`src/rtl/fir_tap_sequencer_if.sv`:
```
`default_nettype none
// +----------------------------------------------------------------------+
// | Module : fir_tap_sequencer_if                                        |
// | Desc   : Sample handshake, delay-line RAM and tap-stream bundle for  |
// |          fir_tap_sequencer. master = sequencer side, slave = the     |
// |          environment (sample source, RAM, MAC datapath).             |
// | Rev    : 1.0  initial release                                        |
// +----------------------------------------------------------------------+
interface fir_tap_sequencer_if #(
  parameter int DATA_SIZE = 16,
  parameter int ADDR_SIZE = 5
) ();
  // sample intake
  logic                 i_sample_valid;
  logic [DATA_SIZE-1:0] i_sample;
  logic                 o_sample_ready;
  // delay-line RAM
  logic                 o_mem_wen;
  logic [ADDR_SIZE-1:0] o_mem_waddr;
  logic [DATA_SIZE-1:0] o_mem_wdata;
  logic [ADDR_SIZE-1:0] o_mem_raddr;
  logic [DATA_SIZE-1:0] i_mem_rdata;
  // tap stream towards the MAC
  logic                 o_tap_valid;
  logic [DATA_SIZE-1:0] o_tap_data;
  logic [ADDR_SIZE-1:0] o_coef_idx;
  logic                 o_tap_first;
  logic                 o_tap_last;
  // status
  logic                 o_busy;
  logic                 o_overrun;
  logic                 i_clr_overrun;

  modport master (
    input  i_sample_valid, i_sample, i_mem_rdata, i_clr_overrun,
    output o_sample_ready, o_mem_wen, o_mem_waddr, o_mem_wdata, o_mem_raddr,
           o_tap_valid, o_tap_data, o_coef_idx, o_tap_first, o_tap_last,
           o_busy, o_overrun
  );

  modport slave (
    output i_sample_valid, i_sample, i_mem_rdata, i_clr_overrun,
    input  o_sample_ready, o_mem_wen, o_mem_waddr, o_mem_wdata, o_mem_raddr,
           o_tap_valid, o_tap_data, o_coef_idx, o_tap_first, o_tap_last,
           o_busy, o_overrun
  );
endinterface
`default_nettype wire

```
`src/rtl/fir_tap_sequencer.sv`:
```
`default_nettype none
// +----------------------------------------------------------------------+
// | Module : fir_tap_sequencer                                           |
// | Desc   : Circular delay-line controller for the FIR filter. Zeroes   |
// |          the sample RAM after reset, writes each accepted sample and |
// |          replays the newest NUM_TAPS samples (newest first) with     |
// |          their coefficient index to the MAC datapath.                |
// | Rev    : 1.0  initial release                                        |
// +----------------------------------------------------------------------+
module fir_tap_sequencer #(
  parameter int DATA_SIZE = 16,
  parameter int ADDR_SIZE = 5,
  parameter int NUM_TAPS  = 32
) (
  input  logic                i_clk,
  input  logic                i_rstn,
  fir_tap_sequencer_if.master bus
);

  localparam int                   c_depth_int = 2 ** ADDR_SIZE;
  localparam logic [ADDR_SIZE:0]   c_depth     = (ADDR_SIZE+1)'(c_depth_int);
  localparam logic [ADDR_SIZE-1:0] c_last_k    = ADDR_SIZE'(NUM_TAPS - 1);
  localparam logic [ADDR_SIZE-1:0] c_addr_one  = ADDR_SIZE'(1);
  localparam logic [ADDR_SIZE:0]   c_init_one  = (ADDR_SIZE+1)'(1);

  // A filter longer than the RAM cannot be replayed from it.
  if (NUM_TAPS < 1 || NUM_TAPS > c_depth_int) begin : g_bad_num_taps
    $error("fir_tap_sequencer: NUM_TAPS must be within 1..2**ADDR_SIZE");
  end

  typedef enum logic [1:0] {
    ST_INIT  = 2'd0,
    ST_IDLE  = 2'd1,
    ST_READ  = 2'd2,
    ST_DRAIN = 2'd3
  } state_t;

  state_t               r_state,     w_state_nxt;
  logic [ADDR_SIZE:0]   r_init_cnt,  w_init_cnt_nxt;
  logic [ADDR_SIZE-1:0] r_wptr,      w_wptr_nxt;
  logic [ADDR_SIZE-1:0] r_base,      w_base_nxt;     // W of the sample being replayed
  logic [ADDR_SIZE-1:0] r_rd_cnt,    w_rd_cnt_nxt;   // k of the next address to issue
  logic                 r_addr_vld,  w_addr_vld_nxt; // raddr in flight this cycle
  logic [ADDR_SIZE-1:0] r_addr_k,    w_addr_k_nxt;   // k belonging to that raddr

  logic                 r_mem_wen,   w_mem_wen_nxt;
  logic [ADDR_SIZE-1:0] r_mem_waddr, w_mem_waddr_nxt;
  logic [DATA_SIZE-1:0] r_mem_wdata, w_mem_wdata_nxt;
  logic [ADDR_SIZE-1:0] r_mem_raddr, w_mem_raddr_nxt;
  logic                 r_tap_valid, w_tap_valid_nxt;
  logic [ADDR_SIZE-1:0] r_coef_idx,  w_coef_idx_nxt;
  logic                 r_tap_first, w_tap_first_nxt;
  logic                 r_tap_last,  w_tap_last_nxt;
  logic                 r_busy,      w_busy_nxt;
  logic                 r_ready,     w_ready_nxt;
  logic                 r_overrun,   w_overrun_nxt;

  logic                 w_accept;

  // Ready is only ever high in IDLE, so this alone qualifies an accept.
  assign w_accept = bus.i_sample_valid & r_ready;

  // Next-state, RAM command and tap-tag decode for the coming edge.
  always_comb begin
    w_state_nxt     = r_state;
    w_init_cnt_nxt  = r_init_cnt;
    w_wptr_nxt      = r_wptr;
    w_base_nxt      = r_base;
    w_rd_cnt_nxt    = r_rd_cnt;
    w_addr_vld_nxt  = 1'b0;
    w_addr_k_nxt    = r_addr_k;
    w_mem_wen_nxt   = 1'b0;
    w_mem_waddr_nxt = r_mem_waddr;
    w_mem_wdata_nxt = r_mem_wdata;
    w_mem_raddr_nxt = r_mem_raddr;

    case (r_state)
      ST_INIT: begin
        if (r_init_cnt == c_depth) begin
          w_state_nxt = ST_IDLE;
        end else begin
          w_mem_wen_nxt   = 1'b1;
          w_mem_waddr_nxt = r_init_cnt[ADDR_SIZE-1:0];
          w_mem_wdata_nxt = '0;
          w_init_cnt_nxt  = r_init_cnt + c_init_one;
        end
      end
      ST_IDLE: begin
        if (w_accept) begin
          w_state_nxt     = ST_READ;
          w_mem_wen_nxt   = 1'b1;
          w_mem_waddr_nxt = r_wptr;
          w_mem_wdata_nxt = bus.i_sample;
          w_wptr_nxt      = r_wptr + c_addr_one;
          w_base_nxt      = r_wptr;
          w_rd_cnt_nxt    = '0;
        end
      end
      ST_READ: begin
        // The write of W lands on this same edge, so the k=0 read that the
        // RAM samples one edge later already sees the new sample.
        w_mem_raddr_nxt = r_base - r_rd_cnt;
        w_addr_vld_nxt  = 1'b1;
        w_addr_k_nxt    = r_rd_cnt;
        w_rd_cnt_nxt    = r_rd_cnt + c_addr_one;
        if (r_rd_cnt == c_last_k) begin
          w_state_nxt = ST_DRAIN;
        end
      end
      ST_DRAIN: begin
        w_state_nxt = ST_IDLE;
      end
      default: begin
        w_state_nxt = ST_INIT;
      end
    endcase

    // Tap tags trail the read address by the RAM's one-cycle latency.
    w_tap_valid_nxt = r_addr_vld;
    w_coef_idx_nxt  = r_addr_k;
    w_tap_first_nxt = r_addr_vld & (r_addr_k == '0);
    w_tap_last_nxt  = r_addr_vld & (r_addr_k == c_last_k);

    w_busy_nxt      = (w_state_nxt != ST_IDLE);
    w_ready_nxt     = (w_state_nxt == ST_IDLE);
    // A drop on the same edge as a clear must stay visible.
    w_overrun_nxt   = (bus.i_sample_valid & ~r_ready) | (r_overrun & ~bus.i_clr_overrun);
  end

  // State and registered outputs; reset restarts the zero-fill sweep.
  always_ff @(posedge i_clk or negedge i_rstn) begin
    if (!i_rstn) begin
      r_state     <= ST_INIT;
      r_init_cnt  <= '0;
      r_wptr      <= '0;
      r_base      <= '0;
      r_rd_cnt    <= '0;
      r_addr_vld  <= 1'b0;
      r_addr_k    <= '0;
      r_mem_wen   <= 1'b0;
      r_mem_waddr <= '0;
      r_mem_wdata <= '0;
      r_mem_raddr <= '0;
      r_tap_valid <= 1'b0;
      r_coef_idx  <= '0;
      r_tap_first <= 1'b0;
      r_tap_last  <= 1'b0;
      r_busy      <= 1'b1;
      r_ready     <= 1'b0;
      r_overrun   <= 1'b0;
    end else begin
      r_state     <= w_state_nxt;
      r_init_cnt  <= w_init_cnt_nxt;
      r_wptr      <= w_wptr_nxt;
      r_base      <= w_base_nxt;
      r_rd_cnt    <= w_rd_cnt_nxt;
      r_addr_vld  <= w_addr_vld_nxt;
      r_addr_k    <= w_addr_k_nxt;
      r_mem_wen   <= w_mem_wen_nxt;
      r_mem_waddr <= w_mem_waddr_nxt;
      r_mem_wdata <= w_mem_wdata_nxt;
      r_mem_raddr <= w_mem_raddr_nxt;
      r_tap_valid <= w_tap_valid_nxt;
      r_coef_idx  <= w_coef_idx_nxt;
      r_tap_first <= w_tap_first_nxt;
      r_tap_last  <= w_tap_last_nxt;
      r_busy      <= w_busy_nxt;
      r_ready     <= w_ready_nxt;
      r_overrun   <= w_overrun_nxt;
    end
  end

  assign bus.o_sample_ready = r_ready;
  assign bus.o_mem_wen      = r_mem_wen;
  assign bus.o_mem_waddr    = r_mem_waddr;
  assign bus.o_mem_wdata    = r_mem_wdata;
  assign bus.o_mem_raddr    = r_mem_raddr;
  assign bus.o_tap_valid    = r_tap_valid;
  assign bus.o_tap_data     = bus.i_mem_rdata;
  assign bus.o_coef_idx     = r_coef_idx;
  assign bus.o_tap_first    = r_tap_first;
  assign bus.o_tap_last     = r_tap_last;
  assign bus.o_busy         = r_busy;
  assign bus.o_overrun      = r_overrun;

endmodule
`default_nettype wire
```
`src/flat_wrapper.sv`:
```
// flat-port wrapper written by rule: the top's interface ports become plain ports
module fir_tap_sequencer_flat 
#(
  parameter int DATA_SIZE = 16,
  parameter int ADDR_SIZE = 5,
  parameter int NUM_TAPS  = 32
)
  (i_clk, i_rstn, bus_i_sample_valid, bus_i_sample, bus_i_mem_rdata, bus_i_clr_overrun, bus_o_sample_ready, bus_o_mem_wen, bus_o_mem_waddr, bus_o_mem_wdata, bus_o_mem_raddr, bus_o_tap_valid, bus_o_tap_data, bus_o_coef_idx, bus_o_tap_first, bus_o_tap_last, bus_o_busy, bus_o_overrun);
  fir_tap_sequencer_if #(.DATA_SIZE(DATA_SIZE), .ADDR_SIZE(ADDR_SIZE)) bus_i ();
  input  logic i_clk;
  input  logic i_rstn;
  input wire logic [$bits(bus_i.i_sample_valid)-1:0] bus_i_sample_valid;
  input wire logic [$bits(bus_i.i_sample)-1:0] bus_i_sample;
  input wire logic [$bits(bus_i.i_mem_rdata)-1:0] bus_i_mem_rdata;
  input wire logic [$bits(bus_i.i_clr_overrun)-1:0] bus_i_clr_overrun;
  output wire logic [$bits(bus_i.o_sample_ready)-1:0] bus_o_sample_ready;
  output wire logic [$bits(bus_i.o_mem_wen)-1:0] bus_o_mem_wen;
  output wire logic [$bits(bus_i.o_mem_waddr)-1:0] bus_o_mem_waddr;
  output wire logic [$bits(bus_i.o_mem_wdata)-1:0] bus_o_mem_wdata;
  output wire logic [$bits(bus_i.o_mem_raddr)-1:0] bus_o_mem_raddr;
  output wire logic [$bits(bus_i.o_tap_valid)-1:0] bus_o_tap_valid;
  output wire logic [$bits(bus_i.o_tap_data)-1:0] bus_o_tap_data;
  output wire logic [$bits(bus_i.o_coef_idx)-1:0] bus_o_coef_idx;
  output wire logic [$bits(bus_i.o_tap_first)-1:0] bus_o_tap_first;
  output wire logic [$bits(bus_i.o_tap_last)-1:0] bus_o_tap_last;
  output wire logic [$bits(bus_i.o_busy)-1:0] bus_o_busy;
  output wire logic [$bits(bus_i.o_overrun)-1:0] bus_o_overrun;
  assign bus_i.i_sample_valid = bus_i_sample_valid;
  assign bus_i.i_sample = bus_i_sample;
  assign bus_i.i_mem_rdata = bus_i_mem_rdata;
  assign bus_i.i_clr_overrun = bus_i_clr_overrun;
  assign bus_o_sample_ready = bus_i.o_sample_ready;
  assign bus_o_mem_wen = bus_i.o_mem_wen;
  assign bus_o_mem_waddr = bus_i.o_mem_waddr;
  assign bus_o_mem_wdata = bus_i.o_mem_wdata;
  assign bus_o_mem_raddr = bus_i.o_mem_raddr;
  assign bus_o_tap_valid = bus_i.o_tap_valid;
  assign bus_o_tap_data = bus_i.o_tap_data;
  assign bus_o_coef_idx = bus_i.o_coef_idx;
  assign bus_o_tap_first = bus_i.o_tap_first;
  assign bus_o_tap_last = bus_i.o_tap_last;
  assign bus_o_busy = bus_i.o_busy;
  assign bus_o_overrun = bus_i.o_overrun;
  fir_tap_sequencer #(.DATA_SIZE(DATA_SIZE), .ADDR_SIZE(ADDR_SIZE), .NUM_TAPS(NUM_TAPS)) u_core (.i_clk(i_clk), .i_rstn(i_rstn), .bus(bus_i));
endmodule
```
`config.mk`:
```
export PLATFORM = sky130hd
export DESIGN_NAME = fir_tap_sequencer_flat
export DESIGN_NICKNAME = d
export VERILOG_FILES = /design/src/rtl/fir_tap_sequencer_if.sv /design/src/rtl/fir_tap_sequencer.sv /design/src/flat_wrapper.sv
export SDC_FILE = /design/constraint.sdc
export NUM_CORES = 1
export LEC_CHECK = 0
export ABC_AREA = 0
export BUFFER_PORTS_ARGS = -buffer_cell sky130_fd_sc_hd__buf_4
export CAP_MARGIN = 20
export CORE_MARGIN = 2
export CORE_UTILIZATION = 24
export CTS_BUF_LIST = sky130_fd_sc_hd__clkbuf_2 sky130_fd_sc_hd__clkbuf_4 sky130_fd_sc_hd__clkbuf_8
export CTS_CLUSTER_SIZE = 20
export DETAILED_ROUTE_END_ITERATION = 16
export PLACE_DENSITY = 0.47
export REMOVE_ABC_BUFFERS = 1
export SYNTH_ARGS = -nofsm -noshare
export SYNTH_HDL_FRONTEND = slang
export SYNTH_SLANG_ARGS = --single-unit
```
`constraint.sdc`:
```
create_clock -name i_clk -period 3.84 [get_ports i_clk]
set_input_delay 0.192 -clock i_clk [delete_from_list [all_inputs] [get_ports i_clk]]
set_output_delay 0.192 -clock i_clk [all_outputs]
set_load 0.02 [all_outputs]
```
Word level (Yosys, flattened, before mapping):

Index checks and enable logic that the tools add are counted.

* flip-flop bits (word level): 67
* output and inout port bits: 54

* add/sub/neg operators: 4
* equality and inequality tests: 10
* multiplexer cells: 16
* bitwise logic cells: 9
* reduce and logical (&&, ||, !) cells: 8

Operators by type and width (number)
* 16-bit two-way mux: 2
* 16-bit case mux with 2 select lines: 1
* 5-bit case mux with 2 select lines: 2
* 5-bit two-way mux: 3
* 5-bit by 1-bit adder with 5-bit output (second input constant): 2
* 5-bit == test (second input constant): 2
* 2-bit case mux with 4 select lines: 1
* 6-bit by 1-bit adder with 6-bit output (second input constant): 1
* 6-bit == test (second input constant): 1
* 2-bit two-way mux: 3
* 2-bit AND reduction: 3
* 1-bit bitwise AND: 5
* 5-bit zero test: 1
* 5-bit subtractor: 1
* 2-bit by 1-bit == test with 1-bit output (second input constant): 2
* 2-bit == test (second input constant): 2
* 2-bit by 1-bit inequality test with 1-bit output (second input constant): 2
* 2-bit nonzero test: 2
* 1-bit two-way mux: 3
* 1-bit NOT: 3
* 3-bit AND reduction: 1
* 2-bit zero test: 1
* 2-bit inequality test (second input constant): 1
* 1-bit case mux with 2 select lines: 1
* 1-bit bitwise OR: 1

Depth between registers and ports, before layout:

* depth after elaboration: 4
* gate-level depth with buffers: 7
* depth with buffers taken out: 7

Worst setup path before layout:

No wires, ideal clock.

* path type: register to register
* from: register u_core.r_rd_cnt[0]
* to: register u_core.r_mem_raddr[4], in the netlist u_core.bus.o_mem_raddr[4]
* data arrival time: 1.493 ns
* slack: 2.211 ns
* cell stages (with the launch flop): 7
* path buffers: 0
* period minus slack after synthesis: 1.629 ns
* cell sequence: dfrtp_1 ha_1 fa_1 nand2b_1 a21oi_1 xnor2_1 o21ai_0

* word-level cells in the longest chain between the ends: 1

RTL lines
* start, declared: line fir_tap_sequencer.sv:42 `logic [ADDR_SIZE-1:0] r_rd_cnt, w_rd_cnt_nxt;`
* start signal, assigned: line fir_tap_sequencer.sv:156 `r_rd_cnt <= w_rd_cnt_nxt;`
* 5-bit subtractor: line fir_tap_sequencer.sv:102 `w_mem_raddr_nxt = r_base - r_rd_cnt;`
* end signal, assigned: line fir_tap_sequencer.sv:162 `r_mem_raddr <= w_mem_raddr_nxt;`
* end, declared: line fir_tap_sequencer.sv:49 `logic [ADDR_SIZE-1:0] r_mem_raddr, w_mem_raddr_nxt;`

No other way between the ends.
A chain may end at the register's enable or synchronous reset.

Final worst setup path:

* from: register u_core.r_state[0]
* to: register u_core.r_rd_cnt[0]

* word-level cells in the longest chain between the ends: 3
* elaborated cells between the ends (all ways): 6
* classes of those cells: 3 x eq/ne; 1 x mux; 2 x reduce/logical

RTL lines
* start, declared: line fir_tap_sequencer.sv:38 `state_t r_state, w_state_nxt;`
* start signal, assigned: line fir_tap_sequencer.sv:152 `r_state <= w_state_nxt;`
* 2-bit by 1-bit == test with 1-bit output / 2-bit == test (equally long branches): line fir_tap_sequencer.sv:77 `case (r_state)`
* 2-bit by 1-bit inequality test with 1-bit output (no line) / 2-bit nonzero test (equally long branches)
* 2-bit AND reduction (no line)

Parallel ways exist; a longest one is shown, timed or not.

==> qor.csv <==
metric,value,unit
power_density,847,mW/mm2
grt_pass1_vias,2047,
synth_commonest_cells,"dfrtp_1 (66), a22o_1 (32), nand2_1 (31)",
async_reset_ff_share,100,%
syn2layout_area_growth,21.3,%
finish.instance_area,0.00373,mm2
ir_drop,0.000245,V
fmax,457,MHz
ys.flop_type,dfrtp_1,
crit_family,simple AND/OR/NAND/NOR gates,
ys_types,40,
cp.depth,5,
start_kind,flip-flop,
vias_per_cell,4.35,
r2r_end,u_core.r_rd_cnt[0]$_DFFE_PN0P_,
dpl-instance-area,0.00350,mm2
dr.first_iter.drc_count,122,
endpoint,u_core.r_rd_cnt[0]$_DFFE_PN0P_,
slowest_stage,dfrtp_1,
fin_nets,355,
wire_per_inst,13.9,um
routed_wl,6.74,mm
clk_pin_slew_worst_paths,0.07,ns
worstSkewPairLatency,0.34,ns
required,4.08,ns
coreArea,0.0126,mm2
hold_viol_final,0,
finalClockSkew,0.00904,ns
regToRegSetupSlack,1.65,ns
rsz0062_at_grt,false,
crit_buf_inv,1,
place_ws,1.65,ns
p_leak,0.00176,uW
maxSlewHeadroom,43.5,%
ctsResizeCount,0,
cp.arrival,2.43,ns
ys_top_cells_by_area,"dfrtp_1 (54%), a22o_1 (9.1%), buf_4 (4.4%), nand2_1 (3.8%), ha_1 (3.7%)",
die_area,0.0137,mm2
drv_cap,0,
yosys_warnings,0,
htreeDepth,3,
antenna_found_initial,0,
tritoncts,done,
cts_buffers,9,
numPortBuffers,57,
start_util,24.5,%
min_period_over_period,57.0,%
syn_area_per_cell,11.4,um2
track_usage,10.1,%
min_period,2.19,ns
fin_setup_tns,0,ns
yosysTopAreaCellShare,53.7,%
synth_most_common_cell,dfrtp_1,
end_kind,flip-flop,
critPathKind,flip-flop to flip-flop,
setup_viol,0,
r2r_cells,5,
insertedDiodeCount,0,
hp-class,primary input to flip-flop,
num_rows,41,
place.gp.congestion,0.766,
grt_pass1_wl,10.7,mm
yosysTopAreaCell,dfrtp_1,
overflow,0,
fp.dieH,117,um
drive_gt1_share,27.7,%
cp_max_fo,26,
syn-cell-area,0.00308,mm2
io_pins,90,
synth_cells,270,
cp_cell_sequence,nand2b_1 -> inv_2 -> nor2_1 -> nand2_1 -> o21ai_0,
drtPass1Iterations,4,
cp-startpoint,u_core.r_state[0]$_DFF_PN0_,
die_width,117,um
root_buffer,clkbuf_8,
cts_num_sinks,67,
synth_edf_count,0,
grt_max_degree,68,
setup_slack,1.65,ns
slew_violations,0,
yosysSeqAreaShare,54.5,%
drc,0,
cts_max_path_buffers,2,
place_hpwl,4.59,mm
ant_nets,0,
cpPeakStageDelay,0.84,ns
routed-via-count,2113,
post-cts-setup-buffers,0,
total_power,3160,uW
reg2reg_from,u_core.r_state[0]$_DFF_PN0_,
ys_ff_latch,67,
status,finished clean,
tightestPinTransition,0.847,ns
## what timing repair did
action,4_1_cts,5_1_grt
hold buffers,1,0
endpoints found under the setup margin,0,0
endpoints found under the hold margin,50,0
## report_power, final
part	internal (uW)	leakage (uW)	switching (uW)
combinational	602	0.000792	682
clock	370	0.000110	289
sequential	972	0.000857	246
## layer usage
metal / vias up / share of wire, % / track usage [%]
li1: 1005 / - / -
met1: 1031 / 49 / 14.3
met2: 71 / 43 / 13.4
met3: 6 / 6.6 / 4.38
met4: 0 / 0.93 / 3.76
met5: - / 0 / 0
## worst min-delay path by stage
stage	from	end	slack (ns)	depth (start not counted)
after floorplan	i_rstn	u_core.bus.o_coef_idx[0]$_DFF_PN0_	-0.10	0
after global placement	i_rstn	u_core.bus.o_tap_first$_DFF_PN0_	0.36	1
after detailed placement	i_rstn	u_core.bus.o_tap_first$_DFF_PN0_	0.37	1
after CTS	bus_i_clr_overrun	u_core.bus.o_overrun$_DFF_PN0_	0.009	2
after global routing	bus_i_clr_overrun	u_core.bus.o_overrun$_DFF_PN0_	0.01	2
final	bus_i_clr_overrun	u_core.bus.o_overrun$_DFF_PN0_	0.03	2
## per-stage QoR
stage               instances  hold slack, ns  utilization, %
floorplan                 240          -0.104               -
global placement          469           0.364            27.8
detailed placement        469           0.367            27.8
CTS                       486         0.00873            29.7
global route              486          0.0138            29.7
finish                    486          0.0300            29.7
## layout by cell type (no fill, tap or decap), types with 2 or more instances in the layout
cell and n:
nand3_1 2, ha_1 9, bufinv_16 2, o21a_1 3
nor2_1 16, a21oi_2 3, nand2b_1 2, a22o_1 32
nand4_1 6, nor3_1 2, clkbuf_8 9, o31ai_1 2
xor2_1 3, nor2b_1 2, inv_1 10, mux2_2 4
a21oi_1 6, mux2i_1 3, buf_4 57, o21ai_0 14
dfrtp_1 66, xnor2_1 8, clkinv_4 4, nand2_1 31
## registers in the layout, indices dropped and copies added, names as in the netlist, 2 cells and up
register / count
u_core.bus.o_mem_wdata: 16
u_core.r_wptr: 5
u_core.bus.o_coef_idx: 5
u_core.bus.o_mem_waddr: 5
u_core.r_addr_k: 5
u_core.r_rd_cnt: 5
u_core.r_init_cnt: 6
u_core.bus.o_mem_raddr: 5
u_core.r_state: 2
u_core.r_base: 5
## worst reg2reg max path: stages (launching register included)
cell	delay [ns]
dfrtp_1	0.84
nand2b_1	0.68
inv_2	0.19
nor2_1	0.24
nand2_1	0.07
o21ai_0	0.07
## logic make-up after synthesis
| family | after synthesis | synth area share (%) |
|---|---|---|
| adder cells (fa/ha/maj) | 10 | 4.31 |
| buffers and inverters | 41 | 8.66 |
| flip-flops | 67 | 54.5 |
| XOR/XNOR | 11 | 3.13 |
| multiplexers | 7 | 2.44 |
| AO/OA/AOI/OAI | 66 | 16.4 |
| AND/OR/NAND/NOR | 68 | 10.5 |
## layout make-up
cell class,instances,area [um2]
Fill cell,1316,8840
Sequential cell,67,1680
Multi-Input combinational cell,162,1130
Timing Repair Buffer,58,438
Tap cell,172,215
Clock buffer,9,124
Clock inverter,7,103
Inverter,11,41.3
No activity file was read; power rests on OpenSTA's default activity.
